**src/rtl/host_burst_feeder.sv**
```systemverilog
// ============================================================================
// Module   : host_burst_feeder
// Purpose  : Fetches a burst of words from host memory into a local buffer, then
//            streams them to the device over the con_valid/con_ready interface.
// Revision : 1.0
// ============================================================================
`default_nettype none

module host_burst_feeder #(
    parameter int DATA_WIDTH = 16,
    parameter int ADDR_WIDTH = 20,
    parameter int MAX_BURST  = 12
) (
    input  logic                  clk,
    input  logic                  arst_n_in,
    input  logic                  cmd_valid,
    output logic                  cmd_ready,
    input  logic [ADDR_WIDTH-1:0] cmd_base_addr,
    input  logic [3:0]            cmd_len,
    output logic                  mem_re,
    output logic [ADDR_WIDTH-1:0] mem_addr,
    input  logic [DATA_WIDTH-1:0] mem_rdata,
    output logic                  con_valid,
    input  logic                  con_ready,
    output logic [DATA_WIDTH-1:0] con_data,
    output logic                  con_data_oe,
    input  logic                  driving_cons,
    output logic                  burst_done,
    output logic                  busy,
    output logic                  proto_err
);

    localparam logic [3:0] MAX_LEN = 4'(MAX_BURST);

    typedef enum logic [1:0] {
        S_IDLE   = 2'd0,
        S_FETCH  = 2'd1,
        S_OFFER  = 2'd2,
        S_STREAM = 2'd3
    } state_t;

    state_t                  state_q, state_d;
    logic [3:0]              len_q, len_d;
    logic [3:0]              rd_cnt_q, rd_cnt_d;
    logic [3:0]              wr_cnt_q, wr_cnt_d;
    logic [3:0]              idx_q, idx_d;
    logic                    rd_pend_q, rd_pend_d;
    logic [ADDR_WIDTH-1:0]   addr_q, addr_d;
    logic                    done_q, done_d;
    logic                    err_q, err_d;
    logic [DATA_WIDTH-1:0]   last_q, last_d;
    logic [DATA_WIDTH-1:0]   buf_q [MAX_BURST];
    logic                    buf_we;
    logic [3:0]              eff_len;

    always_ff @(posedge clk or negedge arst_n_in) begin
        if (!arst_n_in) begin
            state_q   <= S_IDLE;
            len_q     <= '0;
            rd_cnt_q  <= '0;
            wr_cnt_q  <= '0;
            idx_q     <= '0;
            rd_pend_q <= 1'b0;
            addr_q    <= '0;
            done_q    <= 1'b0;
            err_q     <= 1'b0;
            last_q    <= '0;
            for (int i = 0; i < MAX_BURST; i++) buf_q[i] <= '0;
        end else begin
            state_q   <= state_d;
            len_q     <= len_d;
            rd_cnt_q  <= rd_cnt_d;
            wr_cnt_q  <= wr_cnt_d;
            idx_q     <= idx_d;
            rd_pend_q <= rd_pend_d;
            addr_q    <= addr_d;
            done_q    <= done_d;
            err_q     <= err_d;
            last_q    <= last_d;
            if (buf_we) buf_q[wr_cnt_q] <= mem_rdata;
        end
    end

    always_comb begin
        state_d   = state_q;
        len_d     = len_q;
        rd_cnt_d  = rd_cnt_q;
        wr_cnt_d  = wr_cnt_q;
        idx_d     = idx_q;
        addr_d    = addr_q;
        done_d    = 1'b0;
        err_d     = err_q;
        mem_re    = 1'b0;
        con_valid = 1'b0;
        buf_we    = 1'b0;
        eff_len   = (cmd_len > MAX_LEN) ? MAX_LEN : cmd_len;

        case (state_q)
            S_IDLE: begin
                if (cmd_valid) begin
                    len_d    = eff_len;
                    addr_d   = cmd_base_addr;
                    rd_cnt_d = '0;
                    wr_cnt_d = '0;
                    idx_d    = '0;
                    if (eff_len == 4'd0) done_d  = 1'b1;
                    else                 state_d = S_FETCH;
                end
            end
            S_FETCH: begin
                if (rd_cnt_q < len_q) begin
                    mem_re   = 1'b1;
                    addr_d   = addr_q + 1'b1;
                    rd_cnt_d = rd_cnt_q + 4'd1;
                end
                // Read data lags its request by one cycle; leave once the last word lands.
                if (rd_pend_q) begin
                    buf_we   = 1'b1;
                    wr_cnt_d = wr_cnt_q + 4'd1;
                    if (wr_cnt_q == len_q - 4'd1) state_d = S_OFFER;
                end
            end
            S_OFFER: begin
                if (!driving_cons) begin
                    con_valid = 1'b1;
                    if (con_ready) begin
                        if (len_q == 4'd1) begin
                            done_d  = 1'b1;
                            state_d = S_IDLE;
                        end else begin
                            idx_d   = 4'd1;
                            state_d = S_STREAM;
                        end
                    end
                end
            end
            S_STREAM: begin
                // The device samples blindly, so a bus conflict drops the word rather than stalling.
                if (driving_cons) err_d     = 1'b1;
                else              con_valid = 1'b1;
                if (idx_q == len_q - 4'd1) begin
                    done_d  = 1'b1;
                    state_d = S_IDLE;
                end else begin
                    idx_d = idx_q + 4'd1;
                end
            end
            default: state_d = S_IDLE;
        endcase

        rd_pend_d = mem_re;
        con_data  = con_valid ? buf_q[idx_q] : last_q;
        last_d    = con_data;
    end

    assign cmd_ready   = (state_q == S_IDLE);
    assign busy        = (state_q != S_IDLE);
    assign mem_addr    = addr_q;
    assign con_data_oe = con_valid;
    assign burst_done  = done_q;
    assign proto_err   = err_q;

endmodule

`default_nettype wire
```
**config.mk**
```make
export PLATFORM = sky130hd
export DESIGN_NAME = host_burst_feeder
export DESIGN_NICKNAME = d
export VERILOG_FILES = /design/src/rtl/host_burst_feeder.sv
export SDC_FILE = /design/constraint.sdc
export NUM_CORES = 1
export LEC_CHECK = 0
export BUFFER_PORTS_ARGS = -buffer_cell sky130_fd_sc_hd__buf_2
export CORE_AREA = 2 2 162 164
export CTS_BUF_LIST = sky130_fd_sc_hd__clkbuf_8
export DETAILED_ROUTE_END_ITERATION = 16
export DIE_AREA = 0 0 164 166
export HOLD_SLACK_MARGIN = 0.06
export PLACE_DENSITY_LB_ADDON = 0.2
export SETUP_SLACK_MARGIN = 0.3
export SLEW_MARGIN = 30
export SYNTH_ARGS = -nofsm -noshare
export SYNTH_HDL_FRONTEND = slang
export SYNTH_SLANG_ARGS = --single-unit
```
**constraint.sdc**
```tcl
create_clock -name clk -period 2.8 [get_ports clk]
set_input_delay 0.56 -clock clk [delete_from_list [all_inputs] [get_ports clk]]
set_output_delay 0.56 -clock clk [all_outputs]
set_load 0.01 [all_outputs]
```
Word level (Yosys, flattened, before mapping)

Cells that the tools add are included.

Bits in registers: 249
Latch bits: 0
Bits in writable memories: 0
Memory bits (read-only): 0
Input bits: 45
Word-level logic and storage cells: 106
Memories kept: 0

Add/sub/neg operators: 5
Multipliers: 0
Divide/modulo/power cells: 0
$lt $le $gt $ge: 5
Equal/unequal tests: 16
Shifts and indexed selects: 0
Muxes and demuxes: 43
Bitwise operators: 2
Reductions and logical operators: 13

Operator list:

| operator                                                               | count |
|---|---|
| 192-bit bitwise mux                                                    | 1 |
| 16-bit binary-select mux with 4-bit select                             | 1 |
| 16-bit demux with 4-bit select                                         | 1 |
| 16-bit 2-to-1 mux                                                      | 4 |
| 20-bit 2-to-1 mux                                                      | 2 |
| 20-bit one-hot mux with 2 select lines                                 | 1 |
| 4-bit 2-to-1 mux                                                       | 8 |
| 20-bit by 1-bit adder with 20-bit output (second input constant)       | 1 |
| 2-bit inequality test (second input constant)                          | 10 |
| 2-bit 2-to-1 mux                                                       | 8 |
| 4-bit one-hot mux with 2 select lines                                  | 2 |
| 4-bit by 1-bit adder with 4-bit output (second input constant)         | 3 |
| 1-bit 2-to-1 mux                                                       | 12 |
| 4-bit one-hot mux with 3 select lines                                  | 1 |
| 5-bit >= comparator (second input constant)                            | 2 |
| 4-bit NOT with 5-bit output                                            | 2 |
| 4-bit equality test                                                    | 2 |
| 2-bit one-hot mux with 4 select lines                                  | 1 |
| 7-bit AND reduction                                                    | 1 |
| 3-bit AND reduction                                                    | 2 |
| 6-bit AND reduction                                                    | 1 |
| 5-bit by 1-bit < comparator with 1-bit output (second input constant)  | 1 |
| 2-bit equality test (second input constant)                            | 2 |
| 4-bit by 1-bit equality test with 1-bit output (second input constant) | 1 |
| 12 further kinds                                                       | 14 |

Longest topological paths before layout

Depth after elaboration: 6
Depth in mapped cells: 9
Mapped depth without buffers: 8

Least setup slack after synthesis

Ideal clock, no wire load.

Path type: register -> output
Start: register idx_q[0]
End: output con_data[6]
Arrival time: 1.793 ns
Data required time: 2.240 ns
Path slack: 0.447 ns
Cell stages (with the launch flop): 8
Cell sequence: dfrtp_1 -> buf_2 -> buf_2 -> mux4_2 -> mux2i_1 -> nor2_1 -> a21oi_1 -> o21ai_0

Longest elaborated chain between the ends: 5

RTL lines:

| element                                              | line | RTL |
|---|---|---|
| start: declaration                                   | 46   | `logic [3:0] idx_q, idx_d;` |
| start signal: assignment                             | 74   | `idx_q <= idx_d;` |
| 4-bit NOT with 5-bit output (not written as such)    | 152  | `con_data = con_valid ? buf_q[idx_q] : last_q;` |
| 16-bit binary-select mux with 4-bit select           | 152  |  |
| 16-bit 2-to-1 mux (not written as such) (2 in a row) | 152  |  |
| 16-bit 2-to-1 mux                                    | 152  |  |
| end: declaration                                     | 25   | `output logic [DATA_WIDTH-1:0] con_data,` |

Every way passes these cells. The select of a mux whose other input is x is not followed.

Final worst setup path

Start: register idx_q[0]
End: output con_data[3]

Same word-level chain as after synthesis.

==> summary.md <==
| Metric | Value |
|---|---|
| Switching Share | 35.2% |
| R2R Path End | last_q[3] |
| Simple-Gate Fraction of Synth Area | 6.07% |
| Crit start category | flip-flop |
| Clock-pin slew on the worst setup and hold paths | 0.06 ns |
| Pin count of the biggest net entering global routing | 75 |
| RSZ-0062 raised after global routing | yes |
| Cell family with the largest share of critical-path delay | buffers and inverters |
| Slew HR | 54.9% |
| Ys Warns | 0 |
| Worst Setup Slack, final | -0.274 ns |
| Fin. max-slew vios | 0 |
| Placed Cells | 1278 |
| Slowest Stage Delay on Critical Path | 0.50 ns |
| Drt drc | 0 |
| Seq/Total Area, Yosys | between 50% and 60% |
| Final Setup Violations | 18 |
| Async set-reset flop share out of synthesis | 100% |
| Core area | 25600 µm² |
| Combinational cell fraction of total power | 47.3% |
| Worst-Skew Late Latency | 0.56 ns |
| Mapped Cells | 888 |
| Power per cell area | 1310 nW/µm² |
| R2r startpoint | idx_q[0] |
| Nets | ~1100 |
| Routability congestion estimate | about 0.8 |
| Worst path most repeated cell | buf_12 |
| Top FF cell, synth | dfrtp_1 |
| Inserted Clock Buffers | 44 |
| Worst-path fanout max | 6 |
| CP Class | reg -> out |
| Main area contributors after synthesis | dfrtp_1 (53%), mux2_2 (18%), mux4_2 (9.2%) |
| Reg2reg setup slack | -0.08 ns |
| Worst Path Required | 2.24 ns |
| Synth Area in XOR/XNOR | 1.05% |
| H-tree levels | 2 |
| Max frequency | 0.325 GHz |
| Avg Inst Size Synth | 13.3 µm² |
| Met3 wire length | approximately 1100 µm |
| Drt pass-1 iters | 5 |
| All-Layer GR Usage | 21.1% |
| Status | complete, but fails checks |
| Worst-margin pin slew | just under 0.7 ns |
| Root buffer cell | clkbuf_8 |
| Min Clock Period, post-route | approximately 3 ns |
| Yosys top cell by area | dfrtp_1 |
| Clk_skew | 0.0242 ns |
| Initial Utilization | approximately 46% |
| Fillers | 2128 |
| Synth Area in Compound Gates | 6.62% |
| Die area | 27200 µm² |
| CP max stage cell | dfrtp_4 |
| Largest family of logic cells by synthesized area | multiplexers |
| WL met1 | 13000 µm |
| Routed vias | 7788 |
| Power Internal | 12.0 mW |
| Die X | 164 µm |
| DR WL/cell | 20.2 µm |
| Port Buffer Count | 87 |
| Fraction of the mapped netlist area in adder cells | 1.27% |
| Min-Delay Path Class | in -> reg |
| Post-synth EDFFs | 0 |
| P&R area growth vs syn | 20.4% |
| Final period util | 110% |
| Final std cells w/o fill | between 1000 and 1500 |
| Post-DR vias/cell | 5.57 |
| Setup TNS | -3.86 ns |
| Layout cells sized above 1 | 48.4% |
| Vias in the first global route | 7974 |
| Half-perimeter wire length after placement | between 15000 and 20000 µm |
| Clock tree from TritonCTS | yes |
| Initial antenna violation count | 0 |
| Stages on worst setup path | 9 |
| Highest metal used | met4 |
| Post-Syn Nets | 945 |
| DRT Wirelength | 28300 µm |
| CTS sink count | 249 |
| Net Switching | 6.52 mW |
| Leakage power | 6.20 nW |
| Synth Register Bits | 249 |
| Critical path buffers and inverters | 4 |
| First-pass GRT wire length | between 40000 and 50000 µm |
| CP cell instances | buf_12, buf_12, buf_6, mux4_2, mux2i_1, nor2_1, a21oi_2, o21ai_2, buf_2 |
| Antenna-violating nets left | 0 |
| Unique cell type count in the Yosys netlist | 56 |
| Synth top area share | 52.8% |
| I/O pin cnt | 88 |
| Final hold vios | 0 |
| Die Height | about 170 µm |
| Std cell rows | 59 |
| Diode count | 0 |
| Sequential share of power | 34.9% |
| Maximum vdd drop | 0.644 mV |
| Mux share of post-synthesis cell area | between 20% and 30% |
| CP arrival | roughly 2.5 ns |
| Mapped Area | 11800 µm² |
| Worst R2R Path Depth | 17 |
| Routed wl met2 | 13600 µm |
| DRT iter0 DRCs | 507 |
| CP startpoint | idx_q[0] |
| Violated checks | negative setup slack |
| Crit end category | output port |
| Max-cap violations | 0 |
| CP Capture Point | con_data[3] |
| Longest Clk Path Bufs | 3 |
| Clock power share | 17.9% |
| Global route overflow | 0 |
repair_timing:
action / in CTS / in global routing
pin swaps: 11 / 10
hold endpoints to repair: 69 / 0
cloned: 1 / 0
setup buffers: 34 / 5
resized for setup: 35 / 26
endpoints found under the setup margin: 17 / 30
hold buffers: 1 / 0
area by class of cell:
type                            count  area, µm²  area share [%]
Clock inverter                     27        156            1.10
Inverter                           18       67.6           0.476
Tap cell                          335        419            2.95
Sequential cell                   249       6240            43.9
Clock buffer                       53        729            5.14
Multi-Input combinational cell    556       5320            37.5
Timing Repair Buffer              161       1270            8.95
state kept, by name, indices dropped and copies added, names as in the netlist, 2 cells and up:
register	count
idx_q	4
len_q	4
wr_cnt_q	4
buf_q	192
state_q	2
mem_addr	20
last_q	16
rd_cnt_q	4
cell usage after synthesis, types with 7 or more instances:
master    instances
dfrtp_1         249
mux2_2          193
mux4_2           48
a21oi_1          41
nor2_1           41
clkbuf_1         40
nand2_1          40
o21ai_0          32
buf_2            20
mux2i_1          19
inv_1            17
nand3_1          17
nand2_2          13
ha_1             12
o22ai_1          10
o22a_1            8
a31oi_1           7
routing by layer:
layer  GRT usage (%)  up-vias
met5               0        -
met4            5.80        0
met3            3.07       50
met2            33.9      191
met1            30.2     3997
li1                -     3550
tightest hold or removal path: stages:
cell and delay (ns):
buf_2 0.10, nand2_1 0.04, o21ai_0 0.06
power groups by stage:
stage	registers (mW)	clock network, mW	logic (mW)
after floorplan	6.20	0	5.68
after global placement	6.50	0	7.48
after detailed placement	6.53	0	7.63
after CTS	6.44	3.39	8.51
after global routing	6.68	3.58	9.52
final	6.46	3.31	8.76
metrics by stage:
stage | util, % | setup slack (ns) | power [mW] | cell area, µm² | hold WS (ns)
finish | 55.4 | -0.274 | 18.5 | 14200 | 0.258
global route | 55.4 | -0.369 | 19.8 | 14200 | 0.253
CTS | 54.9 | -0.309 | 18.4 | 14100 | 0.233
detailed placement | 49.8 | 0.163 | 14.2 | 12800 | 0.456
global placement | 49.8 | 0.189 | 14.0 | 12800 | 0.455
floorplan | - | 0.447 | 11.9 | 11800 | 0.264
layout by cell type (no fill, tap or decap), types with 30 or more instances in the layout:
master    netlist  final
buf_4           2     38
a21oi_1        41     30
clkbuf_8        0     53
mux4_2         48     48
dfrtp_1       249    246
buf_2          20     85
nor2_1         41     39
mux2_2        193    193
nand2_1        40     40
inv_1          17     30
kinds of logic (layout without fill, tap and decap cells):
kind of cell,Yosys count,after routing
compound gates,126,126
xor+xnor,11,11
fa+ha+maj,12,12
buf+inv,83,259
flops,249,249
mux,260,260
simple gates,147,147
how the worst min path moves through the flow:
stage | start | end | slack [ns] | cells after the start
final | cmd_len[3] | len_q[3] | 0.26 | 3
after global routing | cmd_len[3] | len_q[3] | 0.25 | 3
after CTS | cmd_len[3] | len_q[3] | 0.23 | 3
after detailed placement | proto_err | proto_err | 0.46 | 1
after global placement | proto_err | proto_err | 0.45 | 1
after floorplan | arst_n_in | buf_q[0] | 0.26 | 0
Note: power is estimated with default switching activity, not from simulation.
